[src/rtl/registrador_saida_fifo_if.sv]
// Producer/consumer bundle for registrador_saida_fifo: bus load side plus display handshake.
// OUT_OVERFLOW_FLAG_EN adds the sticky ovf status line.
interface registrador_saida_fifo_if #(
  parameter int WIDTH = 8,
  parameter int DEPTH = 4
);
  localparam int AW = $clog2(DEPTH);

  logic             Lo;
  logic [WIDTH-1:0] entrada;
  logic             saida_ready;
  logic             saida_valid;
  logic [WIDTH-1:0] saida;
  logic [AW+1:0]    nivel;
  logic             vazio;
  logic             cheio;
`ifdef OUT_OVERFLOW_FLAG_EN
  logic             ovf;
`endif

  modport master (
    output Lo, entrada, saida_ready,
`ifdef OUT_OVERFLOW_FLAG_EN
    input  ovf,
`endif
    input  saida_valid, saida, nivel, vazio, cheio
  );

  modport slave (
    input  Lo, entrada, saida_ready,
`ifdef OUT_OVERFLOW_FLAG_EN
    output ovf,
`endif
    output saida_valid, saida, nivel, vazio, cheio
  );
endinterface

[src/rtl/registrador_saida_fifo.sv]
// SAP-1 style output register fronted by a DEPTH-entry FIFO; saida holds the last word shown.
// Optional sticky overflow flag under OUT_OVERFLOW_FLAG_EN.
module registrador_saida_fifo #(
  parameter int WIDTH = 8,
  parameter int DEPTH = 4
) (
  input logic                   CLK,
  input logic                   CLR_n,
  registrador_saida_fifo_if.slave bus
);
  localparam int AW = $clog2(DEPTH);

  logic [WIDTH-1:0] mem_q [DEPTH];
  logic [AW-1:0]    wr_q, wr_d, rd_q, rd_d;
  logic [AW:0]      cnt_q, cnt_d;
  logic [WIDTH-1:0] saida_q, saida_d;
  logic             valid_q, valid_d;
  logic [AW+1:0]    nivel;
  logic             cheio, pop, push, fifo_wr, fifo_rd;

  assign nivel = {1'b0, cnt_q} + {{(AW+1){1'b0}}, valid_q};
  assign cheio = (nivel == (AW+2)'(DEPTH + 1));
  assign pop   = valid_q & bus.saida_ready;
  assign push  = bus.Lo & (~cheio | pop);

  // A pushed word goes straight to saida only when the FIFO is empty, so order is kept.
  always_comb begin
    saida_d = saida_q;
    valid_d = valid_q;
    fifo_wr = 1'b0;
    fifo_rd = 1'b0;
    if (valid_q & ~pop) begin
      fifo_wr = push;
    end else if (cnt_q != '0) begin
      fifo_rd = 1'b1;
      fifo_wr = push;
      saida_d = mem_q[rd_q];
      valid_d = 1'b1;
    end else if (push) begin
      saida_d = bus.entrada;
      valid_d = 1'b1;
    end else begin
      valid_d = 1'b0;
    end
  end

  assign wr_d  = wr_q + AW'(fifo_wr);
  assign rd_d  = rd_q + AW'(fifo_rd);
  assign cnt_d = cnt_q + (AW+1)'(fifo_wr) - (AW+1)'(fifo_rd);

  always_ff @(posedge CLK or negedge CLR_n) begin
    if (!CLR_n) begin
      wr_q    <= '0;
      rd_q    <= '0;
      cnt_q   <= '0;
      saida_q <= '0;
      valid_q <= 1'b0;
    end else begin
      wr_q    <= wr_d;
      rd_q    <= rd_d;
      cnt_q   <= cnt_d;
      saida_q <= saida_d;
      valid_q <= valid_d;
    end
  end

  // Storage is intentionally left uninitialised by reset.
  always_ff @(posedge CLK) begin
    if (fifo_wr) mem_q[wr_q] <= bus.entrada;
  end

`ifdef OUT_OVERFLOW_FLAG_EN
  logic ovf_q, ovf_d;
  assign ovf_d = ovf_q | (bus.Lo & cheio & ~pop);
  always_ff @(posedge CLK or negedge CLR_n) begin
    if (!CLR_n) ovf_q <= 1'b0;
    else        ovf_q <= ovf_d;
  end
  assign bus.ovf = ovf_q;
`endif

  assign bus.saida       = saida_q;
  assign bus.saida_valid = valid_q;
  assign bus.nivel       = nivel;
  assign bus.vazio       = (nivel == '0);
  assign bus.cheio       = cheio;
endmodule

[src/flat_wrapper.sv]
// flat-port wrapper written by rule: the top's interface ports become plain ports
module registrador_saida_fifo_flat 
#(
  parameter int WIDTH = 8,
  parameter int DEPTH = 4
)
  (CLK, CLR_n, bus_Lo, bus_entrada, bus_saida_ready, bus_saida_valid, bus_saida, bus_nivel, bus_vazio, bus_cheio);
  registrador_saida_fifo_if #(.WIDTH(WIDTH), .DEPTH(DEPTH)) bus_i ();
  input logic CLK;
  input logic CLR_n;
  input wire logic [$bits(bus_i.Lo)-1:0] bus_Lo;
  input wire logic [$bits(bus_i.entrada)-1:0] bus_entrada;
  input wire logic [$bits(bus_i.saida_ready)-1:0] bus_saida_ready;
  output wire logic [$bits(bus_i.saida_valid)-1:0] bus_saida_valid;
  output wire logic [$bits(bus_i.saida)-1:0] bus_saida;
  output wire logic [$bits(bus_i.nivel)-1:0] bus_nivel;
  output wire logic [$bits(bus_i.vazio)-1:0] bus_vazio;
  output wire logic [$bits(bus_i.cheio)-1:0] bus_cheio;
  assign bus_i.Lo = bus_Lo;
  assign bus_i.entrada = bus_entrada;
  assign bus_i.saida_ready = bus_saida_ready;
  assign bus_saida_valid = bus_i.saida_valid;
  assign bus_saida = bus_i.saida;
  assign bus_nivel = bus_i.nivel;
  assign bus_vazio = bus_i.vazio;
  assign bus_cheio = bus_i.cheio;
  registrador_saida_fifo #(.WIDTH(WIDTH), .DEPTH(DEPTH)) u_core (.CLK(CLK), .CLR_n(CLR_n), .bus(bus_i));
endmodule
[config.mk]
export PLATFORM = sky130hd
export DESIGN_NAME = registrador_saida_fifo_flat
export DESIGN_NICKNAME = d
export VERILOG_FILES = /design/src/rtl/registrador_saida_fifo_if.sv /design/src/rtl/registrador_saida_fifo.sv /design/src/flat_wrapper.sv
export SDC_FILE = /design/constraint.sdc
export NUM_CORES = 1
export LEC_CHECK = 0
export CAP_MARGIN = 20
export CELL_PAD_IN_SITES_DETAIL_PLACEMENT = 1
export CELL_PAD_IN_SITES_GLOBAL_PLACEMENT = 1
export CORE_UTILIZATION = 30
export CTS_CLUSTER_SIZE = 8
export DETAILED_ROUTE_END_ITERATION = 10
export GPL_TIMING_DRIVEN = 0
export PLACE_DENSITY_LB_ADDON = 0.08
export SYNTH_ARGS = -nofsm -noshare
export SYNTH_HDL_FRONTEND = slang
export SYNTH_SLANG_ARGS = --single-unit
[constraint.sdc]
create_clock -name CLK -period 4.9 [get_ports CLK]
set_clock_uncertainty 0.15 [all_clocks]
set_input_delay 1.225 -clock CLK [delete_from_list [all_inputs] [get_ports CLK]]
set_output_delay 1.225 -clock CLK [all_outputs]
set_load 0.01 [all_outputs]
==> reports/results.ini <==
[sta]
slew_headroom_pct = 40.3
fin_tns_setup_ps = 0
fmax_mhz = 258
rsz0062_at_grt = false
final-hold-violation-count = 0
final_max_slew_viol_count = 0
worst_pin_slew_ps = 893
period_needed_ps = 3880
finalSetupViolCount = 0
min_period_over_period_pct = 79.2

[logic_synthesis]
ys_seq_area_share_pct = 66.2
ys_types = 31
syn_avg_cell_area_um2 = 17.1
synth_top_area_cell = edfxtp_1
synth_async_sr_flop_share_pct = 33.3
synth_edf_count = 32
synth.top_cells.by_area = edfxtp_1 (47%), dfrtp_1 (19%), mux4_2 (8.8%)
ys_top_cells_by_count = edfxtp_1 (32), dfrtp_1 (16), mux4_2 (8), or3_1 (8)
synth.most_common_cell = edfxtp_1
synth.top_cell.area_share_pct = 46.7
ys_seq_elements = 48
synth_warnings = 0
synth_ff_type = edfxtp_1
syn_inst = 120
synth_nets = 140
syn_area_um2 = 2060

[hold_path]
holdPathEnd = u_core.rd_q[0]
hold_start = u_core.rd_q[0]
min_path_cells = 1
hold_path.class = register to register

[finish]
seq_area_um2 = 1360
area_growth_pct = 23.3
multi_input_area_um2 = 661
n_fill_cell = 648
antennaDiodeCount = 0
drive_above_1_share_pct = 20.8
nets = 173

[placed_design]
io_buffers = 26
hpwl_mm = 2.93
routabilityCongestion = 0.708

[global_routing]
antenna_found_initial = 0
grt_overflow = 0
track_usage_pct = 13.5
grt_pass1_wl_mm = 7.03
grt_max_degree = 17
grt_pass1_vias = 1247

[power]
total_power_uw = 1660
power_leakage_uw = 0.000900
powerDensity_nw_per_um2 = 653
irDropWorstVdd_v = 0.000243

[cts]
postCtsSetupRepairBufs = 0
clk_pin_slew_ps = 90
cts.sinks = 48
cts_tree = built
clock_latency_ps = 290
cts_buffers = 5
max-clock-path-buffers = 2
cts-root-buf = clkbuf_8
ctsHoldBuffers = 0
htreeDepth = 2
cts_resized = 0

[die]
die_height_um = 84.8
die-area_um2 = 7190
rows = 29
initial_core_util_pct = 31.7
core_um2 = 6490
die_w_um = 84.8
io_pins = 27

[setup_path]
worstPathRequired_ps = 3520
r2r_slack_ps = 1610
end_kind = output pin
ff2ff_path_depth = 9
worstPathCellList = ha_1, ha_1, a21oi_1, nand3_2, inv_1, clkdlybuf4s50_1
crit_path_start_kind = register
cp.arrival_ps = 2500
path_common_cell = ha_1
cp_max_fo = 8
slowest_stage = clkdlybuf4s50_1
critPathMaxStageDelay_ps = 550
worstReg2RegStart = u_core.bus.saida_valid
rr_endpoint = u_core.cnt_q[2]
critPathKind = register to output pin

[run]
drv_cap = 0

[route]
drt-initial-drc-count = 36
wire_per_inst_um = 19.4
via_count = 1176
post-route-drc-count = 0
ant_nets = 0
routed_wl_mm = 4.49
via_per_inst = 5.09
first_pass_iters = 6

[outcome]
status = complete, no violations

==> worst max path at each step <==
stage	startpoint	end	slack (ps)	depth (start not counted)
2_1_floorplan	u_core.bus.saida_valid	bus_cheio	1950	5
3_3_place_gp	bus_Lo	u_core.mem_q[1][5]	740	5
3_5_place_dp	bus_Lo	u_core.mem_q[3][5]	1210	5
4_1_cts	u_core.bus.saida_valid	bus_cheio	1000	6
5_1_grt	u_core.bus.saida_valid	bus_cheio	900	6
6_report	u_core.bus.saida_valid	bus_cheio	1020	6
==> per-stage QoR <==
| step | util [%] | cells | hold WS, ps | cell area [µm²] | worst slack [ps] |
|---|---|---|---|---|---|
| final | 39.0 | 231 | 391 | 2540 | 1020 |
| after global routing | 39.0 | 231 | 414 | 2540 | 903 |
| after CTS | 39.0 | 231 | 396 | 2540 | 996 |
| after detailed placement | 37.4 | 223 | 375 | 2430 | 1210 |
| after global placement | 37.2 | 223 | 360 | 2410 | 741 |
| after floorplan | - | 120 | 346 | 2060 | 1950 |
==> area by class of cell <==
| type | count | area share, % |
|---|---|---|
| Clock inverter | 2 | 1.38 |
| Timing Repair Buffer | 26 | 10.3 |
| Tap cell | 77 | 3.80 |
| Sequential cell | 48 | 53.7 |
| Multi-Input combinational cell | 61 | 26.0 |
| Inverter | 7 | 1.04 |
| Buffer | 4 | 0.937 |
| Clock buffer | 6 | 2.86 |
==> kinds of logic after synthesis <==
logic type	share of synthesized area, %
flops	66.2
simple gates	7.30
compound gates	8.03
buf+inv	2.43
mux	8.76
fa+ha+maj	5.23
xor+xnor	2.07
==> critical path: cells and delay by family, from the launching register on <==
family	cells	cell delay (ps)
DFF	1	500
buffers and inverters	2	700
AOI/OAI and AO/OA	1	220
adders and majority gates	2	610
and+or+nand+nor	1	170
==> registers in the layout, indices dropped and copies added, names as in the netlist <==
name,count
u_core.cnt_q,3
u_core.bus.saida,8
u_core.bus.saida_valid,1
u_core.wr_q,2
u_core.rd_q,2
u_core.mem_q,32
==> cell usage in the layout, fill, tap and decap left out <==
master / Yosys / layout
a211oi_4: 1 / 1
a21oi_1: 3 / 3
a32oi_1: 1 / 1
and2_1: 1 / 1
buf_6: 1 / 1
bufinv_16: 0 / 1
clkbuf_1: 2 / 3
clkbuf_2: 1 / 1
clkbuf_8: 0 / 5
clkdlybuf4s50_1: 0 / 26
clkinv_2: 0 / 1
dfrtp_1: 16 / 16
edfxtp_1: 32 / 32
fa_1: 1 / 1
ha_1: 7 / 7
inv_1: 7 / 7
mux4_2: 8 / 8
nand2_1: 3 / 3
nand3_2: 1 / 1
nand4_1: 1 / 1
nor2_1: 4 / 4
nor2_2: 1 / 1
nor2b_1: 1 / 1
nor3_1: 2 / 1
nor3_2: 0 / 1
nor3b_2: 0 / 2
nor4_1: 1 / 1
o2111ai_4: 1 / 1
o21ai_0: 1 / 1
o221a_1: 2 / 2
o221a_2: 6 / 6
or3_1: 8 / 8
or3_2: 1 / 1
xnor2_1: 1 / 1
xor2_1: 2 / 2
xor2_2: 1 / 1
==> power breakdown <==
group | total, µW | switching, µW | internal [µW]
clock network | 277 | 125 | 152
registers | 669 | 71.9 | 598
logic | 710 | 349 | 361
total | 1660 | 546 | 1110
==> routing by layer <==
layer	wire [µm]	up-vias	share of wire, %	track usage, %
met4	22	0	0.49	3.70
met2	2190	14	49	21.7
li1	-	535	-	-
met1	2190	625	49	18.7
met3	85	2	1.9	2.65
met5	0	-	0	0
Power figures use the tool's default switching activity.
